### config.mk
export PLATFORM = sky130hd
export DESIGN_NAME = spi_slave
export DESIGN_NICKNAME = d
export VERILOG_FILES = /design/src/rtl/spi_slave.sv
export SDC_FILE = /design/constraint.sdc
export NUM_CORES = 1
export LEC_CHECK = 0
export CELL_PAD_IN_SITES_DETAIL_PLACEMENT = 0
export CELL_PAD_IN_SITES_GLOBAL_PLACEMENT = 1
export CORE_MARGIN = 4
export CORE_UTILIZATION = 44
export CTS_CLUSTER_SIZE = 14
export DETAILED_ROUTE_END_ITERATION = 10
export PLACE_DENSITY_LB_ADDON = 0.05
export SLEW_MARGIN = 40
export SYNTH_ARGS = -nofsm -noshare
export SYNTH_HDL_FRONTEND = slang
export SYNTH_SLANG_ARGS = --single-unit
### constraint.sdc
create_clock -name clk -period 2.15 [get_ports clk]
set_input_delay 0.43 -clock clk [delete_from_list [all_inputs] [get_ports clk]]
set_output_delay 0.43 -clock clk [all_outputs]
set_load 0.02 [all_outputs]
### src/rtl/spi_slave.sv
// SPI slave front-end for the single-port RAM: deserialises 10-bit MOSI commands, serialises RAM read bytes onto MISO.
// Define SPI_SLAVE_CHECK_EN to add the frame_err port and drop completed frames whose op bits do not match the state.
module spi_slave (
  input  logic       clk,
  input  logic       rst,
  input  logic       MOSI,
  input  logic       SS_n,
  output logic       MISO,
  output logic [9:0] rx_data,
  output logic       rx_valid,
  input  logic [7:0] tx_data,
  input  logic       tx_valid
`ifdef SPI_SLAVE_CHECK_EN
  ,
  output logic       frame_err
`endif
);

  typedef enum logic [2:0] {
    IDLE      = 3'd0,
    CHK_CMD   = 3'd1,
    WRITE     = 3'd2,
    READ_ADD  = 3'd3,
    READ_DATA = 3'd4
  } state_t;

  // All registered state lives in one struct so a checker can bind to a single signal.
  typedef struct packed {
    state_t     state;
    logic       rd_addr_ok;
    logic [3:0] rx_cnt;
    logic [8:0] rx_shift;
    logic [9:0] rx_data;
    logic       rx_valid;
    logic       rd_wait;
    logic       tx_busy;
    logic [3:0] tx_cnt;
    logic [7:0] tx_shift;
    logic       miso;
`ifdef SPI_SLAVE_CHECK_EN
    logic       frame_err;
`endif
  } spi_regs_t;

  spi_regs_t  q;
  spi_regs_t  d;
  logic [9:0] frame_word;
  logic       op_ok;

  assign frame_word = {q.rx_shift, MOSI};

`ifdef SPI_SLAVE_CHECK_EN
  // WRITE accepts ops 00/01, READ_ADD only 10, READ_DATA only 11.
  assign op_ok = (q.state == WRITE)    ? ~frame_word[9] :
                 (q.state == READ_ADD) ? (frame_word[9:8] == 2'b10) :
                                         (frame_word[9:8] == 2'b11);
`else
  assign op_ok = 1'b1;
`endif

  always_ff @(posedge clk or negedge rst) begin
    if (!rst) q <= '0;
    else      q <= d;
  end

  always_comb begin
    d          = q;
    d.rx_valid = 1'b0;
`ifdef SPI_SLAVE_CHECK_EN
    d.frame_err = 1'b0;
`endif
    if (SS_n && (q.state != IDLE)) begin
      // Deselect: drop any partial frame or shift-out, keep rd_addr_ok and rx_data.
      d.state   = IDLE;
      d.rx_cnt  = 4'd0;
      d.tx_cnt  = 4'd0;
      d.rd_wait = 1'b0;
      d.tx_busy = 1'b0;
      d.miso    = 1'b0;
    end else begin
      case (q.state)
        IDLE: begin
          if (!SS_n) d.state = CHK_CMD;
        end
        CHK_CMD: begin
          if (!MOSI)             d.state = WRITE;
          else if (q.rd_addr_ok) d.state = READ_DATA;
          else                   d.state = READ_ADD;
        end
        WRITE, READ_ADD, READ_DATA: begin
          if (q.rx_cnt < 4'd10) begin
            d.rx_shift = {q.rx_shift[7:0], MOSI};
            d.rx_cnt   = q.rx_cnt + 4'd1;
            if (q.rx_cnt == 4'd9) begin
              if (op_ok) begin
                d.rx_data  = frame_word;
                d.rx_valid = 1'b1;
                if (q.state == READ_ADD)  d.rd_addr_ok = 1'b1;
                if (q.state == READ_DATA) d.rd_wait    = 1'b1;
              end else begin
`ifdef SPI_SLAVE_CHECK_EN
                d.frame_err = 1'b1;
`endif
              end
            end
          end else if (q.rd_wait) begin
            if (tx_valid) begin
              d.tx_shift   = tx_data;
              d.rd_addr_ok = 1'b0;
              d.rd_wait    = 1'b0;
              d.tx_busy    = 1'b1;
              d.tx_cnt     = 4'd0;
            end
          end else if (q.tx_busy) begin
            // Eight data bits, then one edge that returns MISO to 0.
            if (q.tx_cnt == 4'd8) begin
              d.miso    = 1'b0;
              d.tx_busy = 1'b0;
            end else begin
              d.miso     = q.tx_shift[7];
              d.tx_shift = {q.tx_shift[6:0], 1'b0};
              d.tx_cnt   = q.tx_cnt + 4'd1;
            end
          end
        end
        default: d.state = IDLE;
      endcase
    end
  end

  assign MISO     = q.miso;
  assign rx_data  = q.rx_data;
  assign rx_valid = q.rx_valid;
`ifdef SPI_SLAVE_CHECK_EN
  assign frame_err = q.frame_err;
`endif

endmodule

**Word-level counts from Yosys, hierarchy flattened**

Index checks and enable logic that the tools add are counted.

- Reduce and logical (&&, ||, !) cells: 21
- Add/subtract/negate cells: 2
- Shift-type cells: 0
- Multiplexer cells: 28
- Eq/ne operators: 18
- Bitwise gates (word level): 2
- Div/mod/pow operators: 0
- Order comparisons: 1
- $mul: 0

Operators by type and width:

| operator | count |
|---|---|
| $mux 14 | 3 |
| $mux 39 | 1 |
| $mux 12 | 2 |
| $mux 24 | 1 |
| $mux 1 | 13 |
| $mux 13 | 1 |
| $mux 3 | 4 |
| $reduce_and 6->1 | 2 |
| $reduce_bool 2->1 | 6 |
| $ne 3x2->1 const B | 3 |
| $pmux 3 s3 | 1 |
| $reduce_and 3->1 | 3 |
| $add 4x1->4 const B | 2 |
| $eq 4x4->1 const B | 2 |
| $ne 2x2->1 const B | 4 |
| $reduce_and 4->1 | 2 |
| $eq 3x2->1 const B | 2 |
| $mux 6 | 1 |
| $ne 2x1->1 const B | 3 |
| $ne 3x3->1 const B | 2 |
| $reduce_bool 3->1 | 2 |
| $reduce_and 5->1 | 1 |
| $lt 4x4->1 const B | 1 |
| $mux 4 | 1 |
| 7 further kinds | 9 |

- RAM bits: 0
- Register bits: 43
- ROM bits: 0
- Memories kept: 0
- Bits of input ports: 13
- Bits in latches: 0
- Word-level logic and storage cells: 83
- Output and inout bits: 12

**Logic depth before layout (Yosys ltp)**

Gate-level depths: netlist of run 1.

- Depth after elaboration: 7
- Gate-level depth with buffers: 7
- Gate-level depth less buffers: 6

**Least setup slack after synthesis of run 1**

OpenSTA, ideal clock, no wires.

- Path kind: register -> register
- Start point: register q[41] (netlist bit)
- End point: register q, in the netlist rx_data[0]
- Required time: 2023 ps
- Stages on the path, launching flop included: 7
- Period minus slack after synthesis: 1993 ps
- Arrival: 1866 ps
- Path slack: 157 ps
- Library setup time: 127 ps
- Buffers on the path: 2
- Cells stage by stage: dfrtp_1 or3b_1 buf_2 a211oi_2 and4b_1 buf_6 mux2_1

- Cells in the longest elaborated chain, start to end: 4
- Elaborated cells on any way between the ends: 8
- Those cells by class: eq/ne (3); bitwise (1); reduce/logical (4)

Ends and longest elaborated chain:

| what | RTL line | source |
|---|---|---|
| start, declared | 45 | `spi_regs_t q;` |
| start signal, assigned | 62 | `if (!rst) q <= '0;` |
| start signal, assigned | 63 | `else q <= d;` |
| parallel branches: the longest is 3 deep, another holds $eq 3x2->1 | n/a |  |
| $reduce_and 4->1 (no line) (*) | n/a |  |

Every way passes the cells marked *.
A chain may end at the register's enable or synchronous reset.

**Worst setup path after layout of run 1**

- Start point: register q[41] (netlist bit)
- End point: register q, in the netlist rx_data[8]

The elaborated chain is that of the path after synthesis.

==> summary.txt, run 1 <==
Power
  – Final Power: 1.81 mW
  – Power Density: 727 nW/µm²
  – Pleak: 1.15 nW
  – Peak supply drop: 345 µV

Cells and area
  – Filler instances: 384
  – N_diodes: 0
  – Final nets: 226
  – Post-Layout Inst Area: 2490 µm²
  – Layout cells sized above 1: 0.186
  – Area grow syn2layout: 19.4%

Synth
  – Syn Area/Cell: 11.5 µm²
  – Yosys cell types: 41
  – Seq/Total Area, Yosys: 0.516
  – Yosys warns: 0
  – Synth Flop Type: dfrtp_1
  – Mux share of post-synthesis cell area: 0.113
  – Yosys top cell area share: 0.516
  – Top post-synthesis cells by count: 43 x dfrtp_1, 15 x a21oi_1, 11 x buf_4, 11 x mux2_2, 9 x mux2_1
  – Fraction of registers with async set/reset: 1.00
  – Largest family of logic cells by synthesized area: compound AO/OA/AOI/OAI gates
  – Adder-cell share of the synthesized area: 0.0240
  – Syn Std Cell Area: 2090 µm²
  – Synth Area in Compound Gates: 0.185
  – Number of flops mapped to enable cells by yosys: 0
  – XOR/XNOR Fraction of Synth Area: 0.0126
  – Top-count cell post-synth: dfrtp_1
  – Largest cells by area after synthesis: dfrtp_1 52%, mux2_2 5.9%, mux2_1 4.9%, buf_4 4.0%, a21oi_1 3.6%
  – Syn Inst Count: 182
  – Seq cells post-synth: 43
  – Syn_nets: 199
  – Yosys top cell by area: dfrtp_1
  – Post-Synth Simple-Gate Area: 0.0780

Timing
  – Skew final: 8.08 ps
  – Fin crit share: 0.899
  – Fmax: 517 MHz
  – Tmin final: 1930 ps
  – Final setup fails: 0
  – Setup_tns: 0 ps
  – Endpoints failing hold: 0
  – Final Max Slew Viols: 0
  – Worst-Margin Slew: 530 ps
  – RSZ-0062 raised after global routing: no
  – Post-layout worst setup margin: 217 ps
  – Slew HR: 0.644

Drt
  – # DRC: 0
  – Drt via density: 5.69
  – Routed WL: 3.98 mm
  – First-pass iteration count of the detailed router: 5
  – Via count: 1,491
  – Starting DRT DRC Count: 84
  – ANT nets after route: 0
  – Routed wire per std cell: 15.2 µm

Floorplanning
  – Die W: 76.9 µm
  – Row count: 24
  – Core area: 4470 µm²
  – I/O pins: 25
  – Die height: 76.9 µm
  – Die area: 5910 µm²
  – Initial Util: 0.466

GRT
  – Largest net degree at the start of global routing: 44
  – Global-route wire length before repair: 6.96 mm
  – Vias in the first global route: 1,499
  – Tot GR Track Use: 0.145
  – Grt ovf: 0
  – Initial antenna violation count: 0

Worst setup path
  – Worst Path Max Fanout: 11
  – Slowest library cell on the worst path: or3b_1
  – Critical path arrival: 2110 ps
  – CP Capture Type: register
  – Buf/Inv on CP: 1
  – Crit-path max cell delay: 410 ps
  – Critical path class: register to register
  – Worst-path cell chain: or3b_1 > a211oi_2 > and4b_1 > buf_12 > mux2_1
  – Req. time, crit path: 2330 ps
  – Critical Path Start Type: register
  – Cell family with most CP delay: simple AND/OR/NAND/NOR gates

CTS
  – TritonCTS Buffers: 5
  – Clk slew on worst S/H paths: 90 ps
  – Number of gates resized after CTS: 0
  – Setup Fix Bufs, Post-CTS: 0
  – CTS H-Tree Depth: 2
  – Clock root cell: clkbuf_8
  – Clock latency on the worst-skew pair: 300 ps
  – # hold bufs at CTS: 0
  – CTS Buffer Depth: 2
  – Clock Sinks: 43
  – CTS tree: done

Hold path
  – Min-Delay Path Class: primary input to async pin

Placement
  – Area after DPL: 2400 µm²
  – Pre-CTS WS: 125 ps
  – Placer Congestion: 0.829
  – IO Port Bufs: 24
  – DP HPWL: 2.85 mm

Run status
  – Outcome: finished clean

Flow run
  – Max-cap viol count: 0
## cells in the final DEF (no fill, tap or decap), types with 4 or more instances in the layout
cell type / n
a22oi_1: 7
a31oi_1: 7
mux2_2: 11
nor2_1: 6
a211oi_1: 5
clkdlybuf4s50_1: 23
a21oi_1: 15
ha_1: 4
dfrtp_1: 43
inv_1: 7
mux2_1: 9
buf_4: 13
nand2_1: 7
clkbuf_8: 5
## flip-flops by register name, indices dropped and copies added (netlist names)
signal and count:
q 22, rx_valid 1, MISO 1, frame_word 9, rx_data 10
## cell type report
cell class                 instances  area (µm²)  area share
multi-input combinational        113         861       0.346
inverter                           7        26.3      0.0106
sequential                        43        1080       0.432
clock buffer                       5        68.8      0.0276
clock inverter                     3        20.0     0.00804
timing repair buffer              39         373       0.150
tap                               52        65.1      0.0261
## kinds of logic after synthesis
family,after synthesis
adder cells (fa/ha/maj),4
XOR/XNOR,3
AO/OA/AOI/OAI,54
multiplexers,21
AND/OR/NAND/NOR,31
flip-flops,43
buffers and inverters,26
## routing by layer
metal	vias up	track usage	wire, µm	part of all wire
li1	707	-	-	-
met5	-	0	0	0
met4	0	0.0598	63	0.016
met2	38	0.234	1960	0.49
met1	739	0.189	1820	0.46
met3	7	0.0304	137	0.034
## where the power goes
group / internal (mW) / switching (mW)
Clock: 0.226 / 0.289
Combinational: 0.161 / 0.129
Sequential: 0.915 / 0.0911
## stage by stage
step	cells	hold slack (ps)	utilization
2_1_floorplan	182	134	-
3_3_place_gp	254	420	0.537
3_5_place_dp	254	422	0.537
4_1_cts	262	89.4	0.556
5_1_grt	262	97.7	0.556
6_report	262	89.3	0.556
## path summary, 6_finish.rpt
kind                            start         end  slack [ps]  depth (start not counted)
min in group clk           rx_data[3]  rx_data[3]         490                          1
setup / recovery                q[41]  rx_data[8]         220                          5
hold reg to reg            rx_data[3]  rx_data[3]         490                          1
hold / removal                    rst       q[42]          90                          2
max in group asynchronous         rst        q[3]        1850                          2
setup reg to reg                q[41]  rx_data[8]         220                          5
(Power assumes the default switching activity.)
==> inputs of run 2 (changes only) <==
Settings changed: CAP_MARGIN from default to 0.
==> results of run 2 <==
No change in the layout: final DEF, timing and power equal those of run 1.
